File: src/rtl/web_gen2_pkg.sv
// web_gen2_pkg: shared types and default constants for the wake-event block.
//   trig_mode_e  : per-channel trigger selection
//   clear_edge_e : which clear_function edge clears the sticky software bits
//   cause_width  : width of a lowest-index cause code for n channels (min 1)
package web_gen2_pkg;

  typedef enum logic [1:0] {
    LEVEL = 2'd0,
    RISE  = 2'd1,
    FALL  = 2'd2,
    BOTH  = 2'd3
  } trig_mode_e;

  typedef enum logic [1:0] {
    CLR_FALL = 2'd0,
    CLR_RISE = 2'd1,
    CLR_NONE = 2'd2
  } clear_edge_e;

  localparam int DEF_NUM_INPUTS = 64;
  localparam int DEF_DEB_W      = 8;
  localparam int DEF_WAKE_HOLD  = 4;

  function automatic int cause_width(input int n);
    return (n > 1) ? $clog2(n) : 1;
  endfunction

endpackage

File: src/rtl/web_gen2_wake_if.sv
// web_gen2_wake_if: CSR, event and status bundle of the wake-event block.
//   master : the aggregation/CSR side driving sources and controls
//   slave  : the wake block, returning pending/int_out/wake status
interface web_gen2_wake_if #(
  parameter int NUM_INPUTS = web_gen2_pkg::DEF_NUM_INPUTS,
  parameter int DEB_W      = web_gen2_pkg::DEF_DEB_W,
  parameter int CAUSE_W    = web_gen2_pkg::cause_width(NUM_INPUTS)
);
  logic [NUM_INPUTS-1:0]   int_in;
  logic [NUM_INPUTS-1:0]   enable;
  logic [NUM_INPUTS-1:0]   invert;
  logic [2*NUM_INPUTS-1:0] mode;
  logic [DEB_W-1:0]        deb_cycles;
  logic [NUM_INPUTS-1:0]   pending_clr;
  logic                    wake_now_set;
  logic                    suppress_set;
  logic [1:0]              clear_edge;
  logic                    clear_function;
  logic [NUM_INPUTS-1:0]   pending;
  logic [NUM_INPUTS-1:0]   int_out;
  logic                    wake;
  logic [CAUSE_W-1:0]      wake_cause;
  logic                    wake_now;
  logic                    event_suppress;

  modport master (
    output int_in, enable, invert, mode, deb_cycles, pending_clr,
           wake_now_set, suppress_set, clear_edge, clear_function,
    input  pending, int_out, wake, wake_cause, wake_now, event_suppress
  );

  modport slave (
    input  int_in, enable, invert, mode, deb_cycles, pending_clr,
           wake_now_set, suppress_set, clear_edge, clear_function,
    output pending, int_out, wake, wake_cause, wake_now, event_suppress
  );
endinterface

File: src/rtl/ftc_double_rank_synchronizer_async.sv
// ftc_double_rank_synchronizer_async: two-flop synchroniser with test bypass.
//   clk, rst_n : capture clock, async active-low reset (ranks load RSTVAL)
//   test_mode  : 1 = pass d straight through (scan/test)
//   d / q      : asynchronous input / synchronised output
module ftc_double_rank_synchronizer_async #(
  parameter int               WIDTH  = 1,
  parameter logic [WIDTH-1:0] RSTVAL = {WIDTH{1'b0}}
) (
  input  logic             clk,
  input  logic             rst_n,
  input  logic             test_mode,
  input  logic [WIDTH-1:0] d,
  output logic [WIDTH-1:0] q
);
  logic [WIDTH-1:0] rank1_r;
  logic [WIDTH-1:0] rank2_r;

  // Two capture ranks resolve metastability before use.
  always_ff @(posedge clk or negedge rst_n) begin
    if (!rst_n) begin
      rank1_r <= RSTVAL;
      rank2_r <= RSTVAL;
    end else begin
      rank1_r <= d;
      rank2_r <= rank1_r;
    end
  end

  assign q = test_mode ? d : rank2_r;
endmodule

File: src/rtl/web_gen2_wake_chan.sv
// web_gen2_chan: one wake channel.
//   int_in, invert : source and its polarity select (raw = int_in ^ invert)
//   deb_cycles     : shared debounce threshold, 0 = plain register
//   mode           : trigger select (trig_mode_e encoding)
//   enable         : event-to-pending gate
//   pending_clr    : W1C pulse; a same-cycle event wins
//   filt, pending  : registered filtered level and sticky status
module web_gen2_chan
  import web_gen2_pkg::*;
#(
  parameter int DEB_W = DEF_DEB_W
) (
  input  logic             clkclk,
  input  logic             sysreset_n,
  input  logic             int_in,
  input  logic             invert,
  input  logic             enable,
  input  logic [1:0]       mode,
  input  logic [DEB_W-1:0] deb_cycles,
  input  logic             pending_clr,
  output logic             filt,
  output logic             pending
);
  localparam logic [DEB_W-1:0] DEB_ONE = DEB_W'(1);
  localparam logic [DEB_W-1:0] DEB_MAX = {DEB_W{1'b1}};

  logic             raw_s;
  logic [DEB_W-1:0] thr_s;
  logic [DEB_W-1:0] cnt_r;
  logic [DEB_W-1:0] cnt_nxt_s;
  logic             filt_r;
  logic             filt_nxt_s;
  logic             filt_q_r;
  logic             event_s;
  logic             pending_r;
  logic             pending_nxt_s;
  trig_mode_e       mode_s;

  assign raw_s  = int_in ^ invert;
  assign mode_s = trig_mode_e'(mode);
  // A zero threshold collapses to "accept on the first mismatching sample".
  assign thr_s  = (deb_cycles == {DEB_W{1'b0}}) ? {DEB_W{1'b0}} : (deb_cycles - DEB_ONE);

  // Debounce: count mismatching samples, commit once the threshold is met.
  always_comb begin
    cnt_nxt_s  = cnt_r;
    filt_nxt_s = filt_r;
    if (raw_s == filt_r) begin
      cnt_nxt_s = {DEB_W{1'b0}};
    end else if (cnt_r >= thr_s) begin
      filt_nxt_s = raw_s;
      cnt_nxt_s  = {DEB_W{1'b0}};
    end else if (cnt_r != DEB_MAX) begin
      cnt_nxt_s = cnt_r + DEB_ONE;
    end else begin
      cnt_nxt_s = cnt_r;
    end
  end

  // Trigger selection on the filtered level and its one-cycle history.
  always_comb begin
    event_s = 1'b0;
    case (mode_s)
      LEVEL:   event_s = filt_r;
      RISE:    event_s = filt_r & ~filt_q_r;
      FALL:    event_s = ~filt_r & filt_q_r;
      BOTH:    event_s = filt_r ^ filt_q_r;
      default: event_s = 1'b0;
    endcase
  end

  assign pending_nxt_s = (pending_r & ~pending_clr) | (event_s & enable);

  // Channel state registers; filt_q starts at 0 so reset creates no edge.
  always_ff @(posedge clkclk or negedge sysreset_n) begin
    if (!sysreset_n) begin
      cnt_r     <= {DEB_W{1'b0}};
      filt_r    <= 1'b0;
      filt_q_r  <= 1'b0;
      pending_r <= 1'b0;
    end else begin
      cnt_r     <= cnt_nxt_s;
      filt_r    <= filt_nxt_s;
      filt_q_r  <= filt_r;
      pending_r <= pending_nxt_s;
    end
  end

  assign filt    = filt_r;
  assign pending = pending_r;
endmodule

File: src/rtl/web_gen2_wake.sv
// web_gen2_wake: parametrised wake-event block.
//   clkclk, sysreset_n  : sole clock, async active-low reset
//   systest_mode_async  : bypasses the clear_function synchroniser
//   bus (slave)         : sources, CSRs, W1C/set pulses, clear_function in;
//                         pending, int_out, wake, wake_cause, wake_now,
//                         event_suppress out
module web_gen2_wake
  import web_gen2_pkg::*;
#(
  parameter int NUM_INPUTS = DEF_NUM_INPUTS,
  parameter int DEB_W      = DEF_DEB_W,
  parameter int WAKE_HOLD  = DEF_WAKE_HOLD,
  parameter int CAUSE_W    = cause_width(NUM_INPUTS)
) (
  input  logic clkclk,
  input  logic sysreset_n,
  input  logic systest_mode_async,
  web_gen2_wake_if.slave bus
);
  localparam int               HOLD_W    = (WAKE_HOLD > 1) ? $clog2(WAKE_HOLD) : 1;
  localparam logic [HOLD_W-1:0] HOLD_LOAD = HOLD_W'(WAKE_HOLD - 1);
  localparam logic [HOLD_W-1:0] HOLD_ONE  = HOLD_W'(1);

  logic [NUM_INPUTS-1:0] filt_s;
  logic [NUM_INPUTS-1:0] pending_s;
  logic                  sync_s;
  logic                  sync_q_r;
  logic                  rise_s;
  logic                  fall_s;
  logic                  clr_s;
  logic                  wake_now_r;
  logic                  supp_r;
  logic                  wake_req_s;
  logic                  wake_r;
  logic [HOLD_W-1:0]     hold_r;
  logic [CAUSE_W-1:0]    cause_r;

  function automatic logic [CAUSE_W-1:0] lowest_index(input logic [NUM_INPUTS-1:0] v);
    logic [CAUSE_W-1:0] idx;
    idx = {CAUSE_W{1'b0}};
    for (int i = NUM_INPUTS - 1; i >= 0; i--) begin
      if (v[i]) begin
        idx = CAUSE_W'(i);
      end
    end
    return idx;
  endfunction

  for (genvar g = 0; g < NUM_INPUTS; g++) begin : g_chan
    web_gen2_chan #(.DEB_W(DEB_W)) u_chan (
      .clkclk      (clkclk),
      .sysreset_n  (sysreset_n),
      .int_in      (bus.int_in[g]),
      .invert      (bus.invert[g]),
      .enable      (bus.enable[g]),
      .mode        (bus.mode[2*g +: 2]),
      .deb_cycles  (bus.deb_cycles),
      .pending_clr (bus.pending_clr[g]),
      .filt        (filt_s[g]),
      .pending     (pending_s[g])
    );
  end

  ftc_double_rank_synchronizer_async #(.WIDTH(1), .RSTVAL(1'b0)) u_clr_sync (
    .clk       (clkclk),
    .rst_n     (sysreset_n),
    .test_mode (systest_mode_async),
    .d         (bus.clear_function),
    .q         (sync_s)
  );

  assign rise_s = sync_s & ~sync_q_r;
  assign fall_s = ~sync_s & sync_q_r;

  // Pick which synchronised clear_function edge acts as the clear strobe.
  always_comb begin
    clr_s = 1'b0;
    case (clear_edge_e'(bus.clear_edge))
      CLR_FALL: clr_s = fall_s;
      CLR_RISE: clr_s = rise_s;
      CLR_NONE: clr_s = 1'b0;
      default:  clr_s = 1'b0;
    endcase
  end

  // Sticky software bits; a set pulse beats a simultaneous clear.
  always_ff @(posedge clkclk or negedge sysreset_n) begin
    if (!sysreset_n) begin
      sync_q_r   <= 1'b0;
      wake_now_r <= 1'b0;
      supp_r     <= 1'b0;
    end else begin
      sync_q_r <= sync_s;
      if (bus.wake_now_set) begin
        wake_now_r <= 1'b1;
      end else if (clr_s) begin
        wake_now_r <= 1'b0;
      end else begin
        wake_now_r <= wake_now_r;
      end
      if (bus.suppress_set) begin
        supp_r <= 1'b1;
      end else if (clr_s) begin
        supp_r <= 1'b0;
      end else begin
        supp_r <= supp_r;
      end
    end
  end

  assign wake_req_s = (|pending_s) | wake_now_r;

  // Wake with minimum width: any request reloads the hold count.
  always_ff @(posedge clkclk or negedge sysreset_n) begin
    if (!sysreset_n) begin
      wake_r <= 1'b0;
      hold_r <= {HOLD_W{1'b0}};
    end else if (wake_req_s) begin
      wake_r <= 1'b1;
      hold_r <= HOLD_LOAD;
    end else if (hold_r != {HOLD_W{1'b0}}) begin
      wake_r <= 1'b1;
      hold_r <= hold_r - HOLD_ONE;
    end else begin
      wake_r <= 1'b0;
      hold_r <= hold_r;
    end
  end

  // Registered lowest-index cause of the current pending vector.
  always_ff @(posedge clkclk or negedge sysreset_n) begin
    if (!sysreset_n) begin
      cause_r <= {CAUSE_W{1'b0}};
    end else begin
      cause_r <= lowest_index(pending_s);
    end
  end

  assign bus.pending        = pending_s;
  assign bus.int_out        = filt_s & {NUM_INPUTS{~supp_r}};
  assign bus.wake           = wake_r;
  assign bus.wake_cause     = cause_r;
  assign bus.wake_now       = wake_now_r;
  assign bus.event_suppress = supp_r;
endmodule

File: src/flat_wrapper.sv
// flat-port wrapper written by rule: the top's interface ports become plain ports
module web_gen2_wake_flat import web_gen2_pkg::*;
#(
  parameter int NUM_INPUTS = DEF_NUM_INPUTS,
  parameter int DEB_W      = DEF_DEB_W,
  parameter int WAKE_HOLD  = DEF_WAKE_HOLD,
  parameter int CAUSE_W    = cause_width(NUM_INPUTS)
)
  (clkclk, sysreset_n, systest_mode_async, bus_int_in, bus_enable, bus_invert, bus_mode, bus_deb_cycles, bus_pending_clr, bus_wake_now_set, bus_suppress_set, bus_clear_edge, bus_clear_function, bus_pending, bus_int_out, bus_wake, bus_wake_cause, bus_wake_now, bus_event_suppress);
  web_gen2_wake_if #(.NUM_INPUTS(NUM_INPUTS), .DEB_W(DEB_W), .CAUSE_W(CAUSE_W)) bus_i ();
  input  logic clkclk;
  input  logic sysreset_n;
  input  logic systest_mode_async;
  input wire logic [$bits(bus_i.int_in)-1:0] bus_int_in;
  input wire logic [$bits(bus_i.enable)-1:0] bus_enable;
  input wire logic [$bits(bus_i.invert)-1:0] bus_invert;
  input wire logic [$bits(bus_i.mode)-1:0] bus_mode;
  input wire logic [$bits(bus_i.deb_cycles)-1:0] bus_deb_cycles;
  input wire logic [$bits(bus_i.pending_clr)-1:0] bus_pending_clr;
  input wire logic [$bits(bus_i.wake_now_set)-1:0] bus_wake_now_set;
  input wire logic [$bits(bus_i.suppress_set)-1:0] bus_suppress_set;
  input wire logic [$bits(bus_i.clear_edge)-1:0] bus_clear_edge;
  input wire logic [$bits(bus_i.clear_function)-1:0] bus_clear_function;
  output wire logic [$bits(bus_i.pending)-1:0] bus_pending;
  output wire logic [$bits(bus_i.int_out)-1:0] bus_int_out;
  output wire logic [$bits(bus_i.wake)-1:0] bus_wake;
  output wire logic [$bits(bus_i.wake_cause)-1:0] bus_wake_cause;
  output wire logic [$bits(bus_i.wake_now)-1:0] bus_wake_now;
  output wire logic [$bits(bus_i.event_suppress)-1:0] bus_event_suppress;
  assign bus_i.int_in = bus_int_in;
  assign bus_i.enable = bus_enable;
  assign bus_i.invert = bus_invert;
  assign bus_i.mode = bus_mode;
  assign bus_i.deb_cycles = bus_deb_cycles;
  assign bus_i.pending_clr = bus_pending_clr;
  assign bus_i.wake_now_set = bus_wake_now_set;
  assign bus_i.suppress_set = bus_suppress_set;
  assign bus_i.clear_edge = bus_clear_edge;
  assign bus_i.clear_function = bus_clear_function;
  assign bus_pending = bus_i.pending;
  assign bus_int_out = bus_i.int_out;
  assign bus_wake = bus_i.wake;
  assign bus_wake_cause = bus_i.wake_cause;
  assign bus_wake_now = bus_i.wake_now;
  assign bus_event_suppress = bus_i.event_suppress;
  web_gen2_wake #(.NUM_INPUTS(NUM_INPUTS), .DEB_W(DEB_W), .WAKE_HOLD(WAKE_HOLD), .CAUSE_W(CAUSE_W)) u_core (.clkclk(clkclk), .sysreset_n(sysreset_n), .systest_mode_async(systest_mode_async), .bus(bus_i));
endmodule
File: config.mk
export PLATFORM = sky130hd
export DESIGN_NAME = web_gen2_wake_flat
export DESIGN_NICKNAME = d
export VERILOG_FILES = /design/src/rtl/web_gen2_pkg.sv /design/src/rtl/web_gen2_wake_if.sv /design/src/rtl/ftc_double_rank_synchronizer_async.sv /design/src/rtl/web_gen2_wake_chan.sv /design/src/rtl/web_gen2_wake.sv /design/src/flat_wrapper.sv
export SDC_FILE = /design/constraint.sdc
export NUM_CORES = 2
export LEC_CHECK = 0
export ABC_AREA = 1
export CAP_MARGIN = 5
export CORE_MARGIN = 8
export CORE_UTILIZATION = 58
export DETAILED_ROUTE_END_ITERATION = 8
export GPL_TIMING_DRIVEN = 0
export PLACE_DENSITY = 0.82
export SETUP_SLACK_MARGIN = 0.15
export SYNTH_ARGS = -nofsm -noshare
export SYNTH_HDL_FRONTEND = slang
export SYNTH_SLANG_ARGS = --single-unit
export TNS_END_PERCENT = 30
File: constraint.sdc
create_clock -name clkclk -period 3.6 [get_ports clkclk]
set_input_delay 0.54 -clock clkclk [delete_from_list [all_inputs] [get_ports clkclk]]
set_output_delay 0.54 -clock clkclk [all_outputs]
set_load 0.01 [all_outputs]
==> impl_metrics.env <==
export IMPL_final_antenna_net_count=0
export IMPL_core_area_sq_um=84750
export IMPL_synth_cells=6043
export IMPL_fin_crit_sh=1.214
export IMPL_clock_sinks=718
export IMPL_cts_htree_levels=3
export IMPL_grt_pass1_vias=43891
export IMPL_cts_tree="built"
export IMPL_async_flop_share=1.000
export IMPL_cp_data_arrival_time_ns=4.94
export IMPL_reg2reg_slack_ns=-0.77
export IMPL_cts_root_buf="clkbuf_16"
export IMPL_drv_slew=0
export IMPL_clockBufferDepth=3
export IMPL_synth_seq_cells=718
export IMPL_syn_num_nets=7149
export IMPL_firstDrtPassIters=6
export IMPL_syn_area_per_cell_sq_um=8.168
export IMPL_max_stage_delay_ns=0.38
export IMPL_dpl_cell_area_sq_um=56960
export IMPL_antenna_found_initial=6
export IMPL_fin_hold_ws_ns=0.3578
export IMPL_cts_buffers=84
export IMPL_die_w_microns=307.7
export IMPL_synth_warnings=0
export IMPL_routed_wl_microns=140900
export IMPL_finalHoldViolations=0
export IMPL_crit_family="simple AND/OR/NAND/NOR gates"
export IMPL_dp_cells=7746
export IMPL_critical_path_required_ns=4.17
export IMPL_fmax_mhz=228.7
export IMPL_hp_class="reg -> reg"
export IMPL_worstReg2RegStart="u_core.g_chan[62].u_chan.pending"
export IMPL_place_hpwl_microns=99980
export IMPL_synthFlopType="dfrtp_1"
export IMPL_setup_viol=1
export IMPL_place_port_buffers=536
export IMPL_fin_ws_ns=-0.7716
export IMPL_cp_start_kind="register"
export IMPL_crit_type="reg -> reg"
export IMPL_reg2reg_to="u_core.bus.wake_cause[0]"
export IMPL_reg2reg_depth=63
export IMPL_grt_use_total=0.2881
export IMPL_slew_limit_headroom=0.3853
export IMPL_rows=107
export IMPL_power_density_nw_per_um2=551.2
export IMPL_synth_cell_types=42
export IMPL_die_h_microns=307.7
export IMPL_area_delta_synth_final_pct=22.43
export IMPL_final_instance_count_excl_fill=7942
export IMPL_finalPower_uw=33310
export IMPL_grt_max_degree=121
export IMPL_post_route_util=0.7131
export IMPL_worst_path_buf_inv=1
export IMPL_synth_edf_count=0
export IMPL_cp_common_cell="nand2_1"
export IMPL_violations="setup timing"
export IMPL_cp_end_kind="register"
export IMPL_io_pins=537
export IMPL_grt_overflow=0
export IMPL_final_net_count=7840
export IMPL_worstHoldEndpoint="u_core.u_clr_sync.rank2_r"
export IMPL_drive_above_1_share=0.06930
export IMPL_yosys_top_cells_area="dfrtp_1, ha_1, inv_1"
export IMPL_drtIter0Drc=3233
export IMPL_status="complete, but fails checks"
export IMPL_via_per_inst=5.650
export IMPL_worst_slew_pin_slew_ns=0.9136
export IMPL_die_area_sq_um=94690
export IMPL_drc_errors=0
export IMPL_via_count=44872
export IMPL_drv_cap=0
export IMPL_wl_per_cell_microns=17.74
export IMPL_fin_crit_ns=4.372
export IMPL_clock_latency_ns=0.63
export IMPL_start_util=0.5824
export IMPL_slowest_stage="dfrtp_1"
export IMPL_worstHoldStart="u_core.u_clr_sync.rank1_r"
export IMPL_path_clk_slew_ns=0.06
export IMPL_crit_fanout=2
export IMPL_grt_setup_unrepaired="true"
export IMPL_netlist_area_leader_share=0.3640
export IMPL_syn_cell_area_sq_um=49360
export IMPL_synth_seq_area_share=0.3640
export IMPL_hold_path_cell_count=0
export IMPL_finalClockSkew_ns=0.02607
export IMPL_ir_drop_mv=0.4215
export IMPL_synth_top_area_cell="dfrtp_1"
export IMPL_grt_pass1_wl_microns=223700
export IMPL_gp_congestion=0.8792
export IMPL_design_area_sq_um=60430
export IMPL_leakagePower_uw=0.02878
flip-flops by register name, summed over array words and instances (netlist names):
name / count
u_core.bus.wake_now: 1
u_core.hold_r: 2
u_core.bus.wake: 1
u_core.u_clr_sync.rank1_r: 1
u_core.g_chan.u_chan.filt: 64
u_core.g_chan.u_chan.pending: 64
u_core.g_chan.u_chan.filt_q_r: 64
u_core.g_chan.u_chan.cnt_r: 512
u_core.sync_q_r: 1
u_core.u_clr_sync.rank2_r: 1
u_core.bus.event_suppress: 1
u_core.bus.wake_cause: 6
layout by cell type, fill, tap and decap left out, types with 9 or more instances in the layout:
master and count:
a211oi_1 98, a21oi_1 529, a22oi_1 14, a31oi_1 20
buf_12 9, buf_16 17, buf_4 97, bufinv_8 16
clkbuf_1 21, clkbuf_16 88, clkbuf_2 10, clkbuf_8 19
clkdlybuf4s50_1 527, clkinv_2 17, dfrtp_1 718, ha_1 704
inv_1 830, inv_2 80, mux2i_1 11, nand2_1 692
nand2_2 22, nand3_1 422, nand4_1 119, nor2_1 646
nor2_4 10, nor3_1 156, nor3b_1 23, nor4_1 16
o211ai_1 69, o21a_1 89, o21ai_0 307, o21ai_1 52
o21bai_1 17, o31ai_1 10, or2_2 17, xnor2_1 75
xor2_1 128
final cells by class:
| type | count | area [sq um] |
|---|---|---|
| diodes | 1 | 2.502 |
| multi-input cells | 4329 | 27710 |
| clock inverters | 24 | 230.2 |
| flip-flops and latches | 718 | 17970 |
| well taps | 1144 | 1431 |
| inverters | 930 | 3734 |
| plain buffers | 71 | 513.0 |
| fillers | 6304 | 24310 |
| clock buffers | 125 | 2510 |
| repair buffers | 600 | 6330 |
worst max-delay path by stage:
stage | start | cells past startpoint | end
6_report | u_core.g_chan[62].u_chan.pending | 63 | u_core.bus.wake_cause[0]
5_1_grt | u_core.g_chan[62].u_chan.pending | 63 | u_core.bus.wake_cause[0]
4_1_cts | u_core.g_chan[62].u_chan.pending | 63 | u_core.bus.wake_cause[0]
3_5_place_dp | bus_deb_cycles[0] | 21 | u_core.g_chan[13].u_chan.cnt_r[3]
3_3_place_gp | sysreset_n | 1 | u_core.g_chan[37].u_chan.cnt_r[6]
2_1_floorplan | bus_deb_cycles[0] | 19 | u_core.g_chan[13].u_chan.cnt_r[3]
timing repair:
action | in CTS | in global routing
hold endpoints to repair | 71 | 0
pin swaps | 22 | 22
gates resized for setup | 64 | 47
hold buffers | 1 | 0
cloned | 6 | 1
setup endpoints to repair | 628 | 259
setup buffers | 27 | 11
kinds of logic (layout without fill, tap and decap cells):
family | count (synthesis) | in the layout | share of synthesized area
simple gates | 2163 | 2168 | 0.1897
buf+inv | 1001 | 1750 | 0.08545
flops | 718 | 718 | 0.3640
other cells | 0 | 1 | 0
fa+ha+maj | 706 | 706 | 0.1790
xor+xnor | 204 | 204 | 0.03620
mux | 12 | 12 | 0.002459
compound gates | 1239 | 1239 | 0.1432
power by group:
group	internal, uW	switching [uW]
registers	9910	1850
logic	5390	7570
clock network	5090	3510
synthesized netlist by cell type (100+ instances only):
cell type    n
o21ai_0    311
nand4_1    119
xor2_1     129
a21oi_1    531
nand2_1    722
ha_1       706
nor2_1     662
nor3_1     159
a211oi_1   100
nand3_1    432
inv_1      835
dfrtp_1    718
through the flow:
stage          TNS [ns]  setup slack, ns
2_1_floorplan    -21.77          -0.4760
3_3_place_gp          -           -31.21
3_5_place_dp    -634.94           -1.937
4_1_cts         -0.8727          -0.7920
5_1_grt          -1.251           -1.251
6_report        -0.7716          -0.7716
metal layers:
layer,vias up,global-route usage,wire length (microns)
met5,-,0,41
met4,6,0.1117,5707
met3,351,0.05037,8880
met2,1337,0.4999,68420
met1,21334,0.3558,57840
li1,21844,-,-
No activity file was read; power rests on OpenSTA's default activity.
